## src/rtl/fsbx_bridge_if.sv

```systemverilog
// AHB-side request/response bundle for fsbx_bridge.
// The fabric drives through the master modport; the bridge answers through the slave modport.
interface fsbx_bridge_if #(
  parameter int DATA_WIDTH = 8,
  parameter int ADDR_WIDTH = 32
);
  logic                  hsel;
  logic                  htrans;
  logic                  hburst;
  logic                  hwrite;
  logic [ADDR_WIDTH-1:0] haddr;
  logic [DATA_WIDTH-1:0] hwdata;
  logic [DATA_WIDTH-1:0] hrdata;
  logic                  hready;
  logic                  hresp;

  modport master (
    output hsel, htrans, hburst, hwrite, haddr, hwdata,
    input  hrdata, hready, hresp
  );

  modport slave (
    input  hsel, htrans, hburst, hwrite, haddr, hwdata,
    output hrdata, hready, hresp
  );
endinterface

```

## src/rtl/fsbx_bridge.sv

```systemverilog
// AHB-style to multiplexed front-side-bus bridge with page-cross/burst-cap address re-issue.
// Optional sync-mode bus timeout abort is enabled by defining FSBX_TIMEOUT_EN.
module fsbx_bridge #(
  parameter int DATA_WIDTH = 8,
  parameter int ADDR_WIDTH = 32,
  parameter int WAIT_W     = 7,
  parameter int MAX_BURST  = 256,
  parameter int TIMEOUT    = 1023
) (
  input  logic                             hclk,
  input  logic                             hreset,
  input  logic                             sync_mode,
  input  logic [WAIT_W-1:0]                async_waitcycle,
  fsbx_bridge_if.slave                     ahb,
  output logic                             fsb_clk,
  output logic                             fsb_rst_n,
  output logic                             ale_n,
  output logic                             cs_n,
  output logic                             wr_n,
  output logic                             typ,
  input  logic                             rdy_n,
  input  logic                             err_n,
  input  logic                             irq_n,
  output logic                             fsb_irq,
  output logic                             ad_oe,
  output logic [ADDR_WIDTH-DATA_WIDTH-1:0] ah,
  output logic [DATA_WIDTH-1:0]            ad_out,
  input  logic [DATA_WIDTH-1:0]            ad_in
);

  localparam int STEP   = DATA_WIDTH / 8;
  localparam int BEAT_W = $clog2(MAX_BURST + 1);
`ifdef FSBX_TIMEOUT_EN
  localparam int TO_W   = ($clog2(TIMEOUT + 1) > 10) ? $clog2(TIMEOUT + 1) : 10;
`endif

  if (!(DATA_WIDTH == 8 || DATA_WIDTH == 16 || DATA_WIDTH == 32) ||
      ADDR_WIDTH <= DATA_WIDTH || ADDR_WIDTH < 9 || MAX_BURST < 1 || TIMEOUT < 1) begin : g_bad_param
    $error("fsbx_bridge: illegal parameter combination");
  end

  typedef enum logic [1:0] {S_IDLE, S_ADDR, S_TURN, S_DATA} state_t;

  state_t                state_q, state_d;
  logic [ADDR_WIDTH-1:0] addr_q, addr_d, addr_inc;
  logic [DATA_WIDTH-1:0] wdata_q, wdata_d;
  logic [DATA_WIDTH-1:0] hrdata_q, hrdata_d;
  logic                  write_q, write_d;
  logic                  typ_q, typ_d;
  logic [WAIT_W-1:0]     wait_q, wait_d;
  logic [BEAT_W-1:0]     beat_q, beat_d, beat_inc;
  logic                  done, timed_out, hready_c, hresp_c;
`ifdef FSBX_TIMEOUT_EN
  logic [TO_W-1:0]       to_q, to_d;
`endif

  assign fsb_clk     = hclk;
  assign fsb_rst_n   = ~hreset;
  assign fsb_irq     = ~irq_n;
  assign typ         = typ_q;
  assign ah          = addr_q[ADDR_WIDTH-1:DATA_WIDTH];
  assign ahb.hrdata  = hrdata_q;
  assign ahb.hready  = hready_c;
  assign ahb.hresp   = hresp_c;
  assign addr_inc    = addr_q + ADDR_WIDTH'(STEP);
  assign beat_inc    = beat_q + 1'b1;

  always_comb begin
    // NOTE: every signal driven here gets a default first, so no path can infer a latch.
    state_d   = state_q;
    addr_d    = addr_q;
    wdata_d   = wdata_q;
    hrdata_d  = hrdata_q;
    write_d   = write_q;
    typ_d     = typ_q;
    beat_d    = beat_q;
    wait_d    = '0;
`ifdef FSBX_TIMEOUT_EN
    to_d      = '0;
`endif
    ale_n     = 1'b1;
    cs_n      = 1'b1;
    wr_n      = 1'b1;
    ad_oe     = 1'b0;
    ad_out    = '0;
    hready_c  = 1'b0;
    hresp_c   = 1'b0;
    done      = 1'b0;
    timed_out = 1'b0;

    unique case (state_q)
      S_IDLE: begin
        hready_c = 1'b1;
        if (ahb.hsel && ahb.htrans) begin
          addr_d  = ahb.haddr;
          write_d = ahb.hwrite;
          typ_d   = ahb.hburst;
          wdata_d = ahb.hwdata;
          state_d = S_ADDR;
        end
      end

      S_ADDR: begin
        ale_n   = 1'b0;
        ad_oe   = 1'b1;
        ad_out  = addr_q[DATA_WIDTH-1:0];
        state_d = write_q ? S_DATA : S_TURN;
      end

      S_TURN: state_d = S_DATA;

      S_DATA: begin
        cs_n   = 1'b0;
        wr_n   = ~write_q;
        ad_oe  = write_q;
        ad_out = wdata_q;
        done   = sync_mode ? ~rdy_n : (wait_q == async_waitcycle);
`ifdef FSBX_TIMEOUT_EN
        // A late rdy_n on the limit cycle still wins over the abort.
        if (sync_mode && rdy_n && (to_q == TO_W'(TIMEOUT))) begin
          done      = 1'b1;
          timed_out = 1'b1;
        end
        if (sync_mode && !done) to_d = to_q + 1'b1;
`endif
        if (!done) begin
          wait_d = wait_q + 1'b1;
        end else begin
          hready_c = 1'b1;
          hresp_c  = ~err_n | timed_out;
          addr_d   = addr_inc;
          if (!write_q && !timed_out) hrdata_d = ad_in;
          if (ahb.hsel && ahb.htrans && ahb.hburst && !hresp_c) begin
            wdata_d = ahb.hwdata;
            if (addr_inc[7:0] == 8'h00 || beat_inc == BEAT_W'(MAX_BURST)) begin
              state_d = S_ADDR;
              beat_d  = '0;
            end else begin
              beat_d  = beat_inc;
            end
          end else begin
            state_d = S_IDLE;
            typ_d   = 1'b0;
            beat_d  = '0;
          end
        end
      end

      default: state_d = S_IDLE;
    endcase
  end

  always_ff @(posedge hclk) begin
    // NOTE: state registers use non-blocking assignments so every flop samples pre-edge values.
    if (hreset) begin
      state_q  <= S_IDLE;
      addr_q   <= '0;
      wdata_q  <= '0;
      hrdata_q <= '0;
      write_q  <= 1'b0;
      typ_q    <= 1'b0;
      wait_q   <= '0;
      beat_q   <= '0;
`ifdef FSBX_TIMEOUT_EN
      to_q     <= '0;
`endif
    end else begin
      state_q  <= state_d;
      addr_q   <= addr_d;
      wdata_q  <= wdata_d;
      hrdata_q <= hrdata_d;
      write_q  <= write_d;
      typ_q    <= typ_d;
      wait_q   <= wait_d;
      beat_q   <= beat_d;
`ifdef FSBX_TIMEOUT_EN
      to_q     <= to_d;
`endif
    end
  end

endmodule

```

## src/flat_wrapper.sv

```systemverilog
// flat-port wrapper written by rule: the top's interface ports become plain ports
module fsbx_bridge_flat 
#(
  parameter int DATA_WIDTH = 8,
  parameter int ADDR_WIDTH = 32,
  parameter int WAIT_W     = 7,
  parameter int MAX_BURST  = 256,
  parameter int TIMEOUT    = 1023
)
  (hclk, hreset, sync_mode, async_waitcycle, fsb_clk, fsb_rst_n, ale_n, cs_n, wr_n, typ, rdy_n, err_n, irq_n, fsb_irq, ad_oe, ah, ad_out, ad_in, ahb_hsel, ahb_htrans, ahb_hburst, ahb_hwrite, ahb_haddr, ahb_hwdata, ahb_hrdata, ahb_hready, ahb_hresp);
  fsbx_bridge_if #(.DATA_WIDTH(DATA_WIDTH), .ADDR_WIDTH(ADDR_WIDTH)) ahb_i ();
  input  logic hclk;
  input  logic hreset;
  input  logic sync_mode;
  input  logic [WAIT_W-1:0] async_waitcycle;
  output logic fsb_clk;
  output logic fsb_rst_n;
  output logic ale_n;
  output logic cs_n;
  output logic wr_n;
  output logic typ;
  input  logic rdy_n;
  input  logic err_n;
  input  logic irq_n;
  output logic fsb_irq;
  output logic ad_oe;
  output logic [ADDR_WIDTH-DATA_WIDTH-1:0] ah;
  output logic [DATA_WIDTH-1:0] ad_out;
  input  logic [DATA_WIDTH-1:0] ad_in;
  input wire logic [$bits(ahb_i.hsel)-1:0] ahb_hsel;
  input wire logic [$bits(ahb_i.htrans)-1:0] ahb_htrans;
  input wire logic [$bits(ahb_i.hburst)-1:0] ahb_hburst;
  input wire logic [$bits(ahb_i.hwrite)-1:0] ahb_hwrite;
  input wire logic [$bits(ahb_i.haddr)-1:0] ahb_haddr;
  input wire logic [$bits(ahb_i.hwdata)-1:0] ahb_hwdata;
  output wire logic [$bits(ahb_i.hrdata)-1:0] ahb_hrdata;
  output wire logic [$bits(ahb_i.hready)-1:0] ahb_hready;
  output wire logic [$bits(ahb_i.hresp)-1:0] ahb_hresp;
  assign ahb_i.hsel = ahb_hsel;
  assign ahb_i.htrans = ahb_htrans;
  assign ahb_i.hburst = ahb_hburst;
  assign ahb_i.hwrite = ahb_hwrite;
  assign ahb_i.haddr = ahb_haddr;
  assign ahb_i.hwdata = ahb_hwdata;
  assign ahb_hrdata = ahb_i.hrdata;
  assign ahb_hready = ahb_i.hready;
  assign ahb_hresp = ahb_i.hresp;
  fsbx_bridge #(.DATA_WIDTH(DATA_WIDTH), .ADDR_WIDTH(ADDR_WIDTH), .WAIT_W(WAIT_W), .MAX_BURST(MAX_BURST), .TIMEOUT(TIMEOUT)) u_core (.hclk(hclk), .hreset(hreset), .sync_mode(sync_mode), .async_waitcycle(async_waitcycle), .ahb(ahb_i), .fsb_clk(fsb_clk), .fsb_rst_n(fsb_rst_n), .ale_n(ale_n), .cs_n(cs_n), .wr_n(wr_n), .typ(typ), .rdy_n(rdy_n), .err_n(err_n), .irq_n(irq_n), .fsb_irq(fsb_irq), .ad_oe(ad_oe), .ah(ah), .ad_out(ad_out), .ad_in(ad_in));
endmodule
```

## config.mk

```make
export PLATFORM = sky130hd
export DESIGN_NAME = fsbx_bridge_flat
export DESIGN_NICKNAME = d
export VERILOG_FILES = /design/src/rtl/fsbx_bridge_if.sv /design/src/rtl/fsbx_bridge.sv /design/src/flat_wrapper.sv
export SDC_FILE = /design/constraint.sdc
export NUM_CORES = 1
export LEC_CHECK = 0
export ABC_AREA = 1
export CAP_MARGIN = 40
export CORE_MARGIN = 2
export CORE_UTILIZATION = 46
export DETAILED_ROUTE_END_ITERATION = 8
export PLACE_DENSITY = 0.78
export SETUP_SLACK_MARGIN = 0.4
export SKIP_CTS_REPAIR_TIMING = 1
export SYNTH_ARGS = -nofsm -noshare
export SYNTH_HDL_FRONTEND = slang
export SYNTH_SLANG_ARGS = --single-unit
```

## constraint.sdc

```tcl
create_clock -name hclk -period 5.6 [get_ports hclk]
set_clock_uncertainty 0.15 [all_clocks]
set_input_delay 1.12 -clock hclk [delete_from_list [all_inputs] [get_ports hclk]]
set_output_delay 1.12 -clock hclk [all_outputs]
set_load 0.05 [all_outputs]
```

======== After elaboration in Yosys (flattened, before gate mapping) ========
Index checks and enable logic that the tools add are counted.
storage, ports and cells
  bits in registers ....................... 68
  logic and storage cells ................. 71
  input bits .............................. 65
  output and inout port bits .............. 50
cells by class
  multiplexer cells ....................... 29
  $add $sub $neg .......................... 3
  equal/unequal tests ..................... 10
  bitwise operators ....................... 6
  reductions and logical operators ........ 15
operators by type and width
  cell                   number
  $mux 32                2
  $pmux 32 s2            1
  $add 32x1->32 const B  1
  $pmux 8 s2             2
  $mux 8                 3
  $mux 9                 2
  $mux 1                 11
  $add 9x1->9 const B    1
  $eq 9x9->1 const B     1
  $reduce_and 3->1       3
  $logic_not 8->1        1
  $mux 2                 4
  $pmux 2 s4             1
  $reduce_and 4->1       2
  $add 7x1->7 const B    1
  $eq 7x7->1             1
  $ne 2x1->1 const B     3
  $not 1->1              6
  $pmux 1 s2             3
  $eq 2x2->1 const B     2
  $reduce_and 2->1       2
  $logic_and 1x1->1      3
  $ne 3x3->1 const B     1
  $reduce_or 3->1        1
  5 further kinds        5

======== Depth between registers and ports, before layout ========
  depth after elaboration ................. 7
  mapped depth ............................ 13
  depth with buffers taken out ............ 13

==> results.json <==
{
  "status": "complete, no violations",
  "syn-cell-area_um2": 4780,
  "timing.final.ws_setup_ns": 0.605,
  "tightest_slew_ns": 0.530,
  "cellLeakagePower_nw": 2.54,
  "die_x_um": 106,
  "post-place-ws_ns": 0.858,
  "pin_count": 115,
  "path_cells": "clkbuf_8 > clkbuf_8 > clkdlybuf4s50_1",
  "area_delta_synth_final_pct": 26.8,
  "cts.clk_slew.worst_paths_ns": 0.08,
  "final_cells": 998,
  "crit_path_max_fanout": 2,
  "design.die.area_um2": 11200,
  "layout_common_cells": "nand2_1, clkdlybuf4s50_1, nor2_1",
  "drt-total-wl_um": 12800,
  "globalRoute.totalOverflow": 0,
  "drt_iter0_drc": 273,
  "regArea_um2": 1360,
  "fillers": 993,
  "start_util": 0.468,
  "finalSetupTns_ns": 0,
  "layout-drive-gt1-share": 0.104,
  "synthTopCellsByArea": "dfxtp_1, nand2_1, nor2_1",
  "dpl.hpwl_um": 9410,
  "gp_congestion": 0.930,
  "hold-worst-slack_ns": 0.345,
  "slew-limit-headroom": 0.644,
  "ys.warnings.count": 0,
  "seq_area_frac_synth": 0.285,
  "antenna_cells": 0,
  "holdCritPathClass": "register to register",
  "dpl_cell_area_um2": 5820,
  "syn-num-nets": 845,
  "cts_tree": "done",
  "cp.required_ns": 4.33,
  "ant_nets": 0,
  "fin_nets": 930,
  "numPlacedInstances": 979,
  "endpoint_kind": "output pin",
  "worst_ir_drop_vdd_mv": 0.423,
  "syn_inst": 772,
  "crit_top_cell": "clkbuf_8",
  "vias": 4917,
  "viasPerCell": 4.93,
  "grt_usage": 0.237,
  "first_pass_iters": 5,
  "drc": 0,
  "fp.dieH_um": 106,
  "yosysTopAreaCellShare": 0.285,
  "reg2reg_slack_ns": 3.00,
  "cp_top_family": "buffers and inverters",
  "port_buffers": 114,
  "p_total_mw": 2.65,
  "cellPowerDensity_nw_per_um2": 437,
  "ys_types": 40,
  "post_drt_wl_per_cell_um": 12.8,
  "slowest_stage": "clkdlybuf4s50_1",
  "grt_pass1_vias": 4519,
  "multi_input_area_um2": 2770,
  "hold_viol_final": 0,
  "rows": 37,
  "antenna_found_initial": 0,
  "core_area_um2": 10200,
  "startpoint_type": "clock port",
  "rsz0062_at_grt": "false",
  "synth.avg_cell_area_um2": 6.20,
  "grt_start_max_net_pins": 38,
  "worst-setup-path-type": "clock port to output pin",
  "maxCapViolCount": 0,
  "arrival_ns": 3.72,
  "setup_viol": 0,
  "slew_viol_final": 0,
  "post-route-util": 0.593,
  "clkLatencyLatePin_ns": 0.46,
  "crit_path_max_incr_delay_ns": 0.69,
  "synth_largest_area_cell": "dfxtp_1",
  "stdcell_area_um2": 6070,
  "path_buf_inv": 3,
  "ys_ff_latch": 68,
  "mostFrequentLayoutCell": "nand2_1",
  "grt_pass1_wl_um": 21400
}
tightest hold or removal path, cell delays in order (launching register included):
cell and delay [ns]:
dfxtp_1 0.33, nand2_1 0.07, a21oi_1 0.06
cell usage after synthesis (all sizes together):
cell    count
a21oi      45
a31oi       2
and2        1
buf        40
clkbuf      8
dfxtp      68
ha          8
inv        89
mux2i       5
nand2     263
nand3      55
nand3b      5
nand4       7
nor2      108
nor3       14
nor3b       1
nor4        1
o21ai      29
o21bai      3
o22ai       8
o31ai       1
or2         1
xnor2       1
xor2        9
sequential cells by signal, indices dropped and copies added, names as in the netlist:
name               flops
u_core.write_q         1
u_core.addr_q         32
u_core.typ             1
u_core.wait_q          7
u_core.ahb.hrdata      8
u_core.wdata_q         8
u_core.state_q         2
u_core.beat_q          9
path summary, 6_finish.rpt:
check / cells after the start / start / end
max: 3 / hclk / fsb_clk
min: 2 / u_core.beat_q[4] / u_core.beat_q[4]
min reg2reg: 2 / u_core.beat_q[4] / u_core.beat_q[4]
max reg2reg: 9 / u_core.state_q[0] / u_core.beat_q[6]
cell type report:
class | instances | area share
inverter | 89 | 0.0555
tap | 136 | 0.0280
clock buffer | 14 | 0.0311
timing repair buffer | 118 | 0.193
clock inverter | 6 | 0.0105
sequential | 68 | 0.224
multi-input combinational | 567 | 0.457
per-layer routing:
layer | global-route usage | up-vias | wire, µm
li1 | - | 2571 | -
met1 | 0.324 | 2132 | 6030
met2 | 0.353 | 182 | 5430
met3 | 0.0509 | 32 | 899
met4 | 0.118 | 0 | 409
met5 | 0 | - | 0
power breakdown:
part,leakage [nW],total [mW],internal [mW],switching [mW]
Combinational,1.86,1.40,0.456,0.942
Clock,0.124,0.520,0.275,0.245
Sequential,0.557,0.735,0.604,0.131
Total,2.54,2.65,1.33,1.32
cell families (layout without fill, tap and decap cells):
kind of cell               count (synthesis)  count (layout)  synth area share
DFF                                       68              68             0.285
adders and majority gates                  8               8            0.0209
and+or+nand+nor                          456             456             0.421
muxes                                      5               5            0.0105
buffers and inverters                    137             227             0.136
AOI/OAI and AO/OA                         88              88             0.109
xor gates and xnor gates                  10              10            0.0183
No activity file was read; power rests on OpenSTA's default activity.
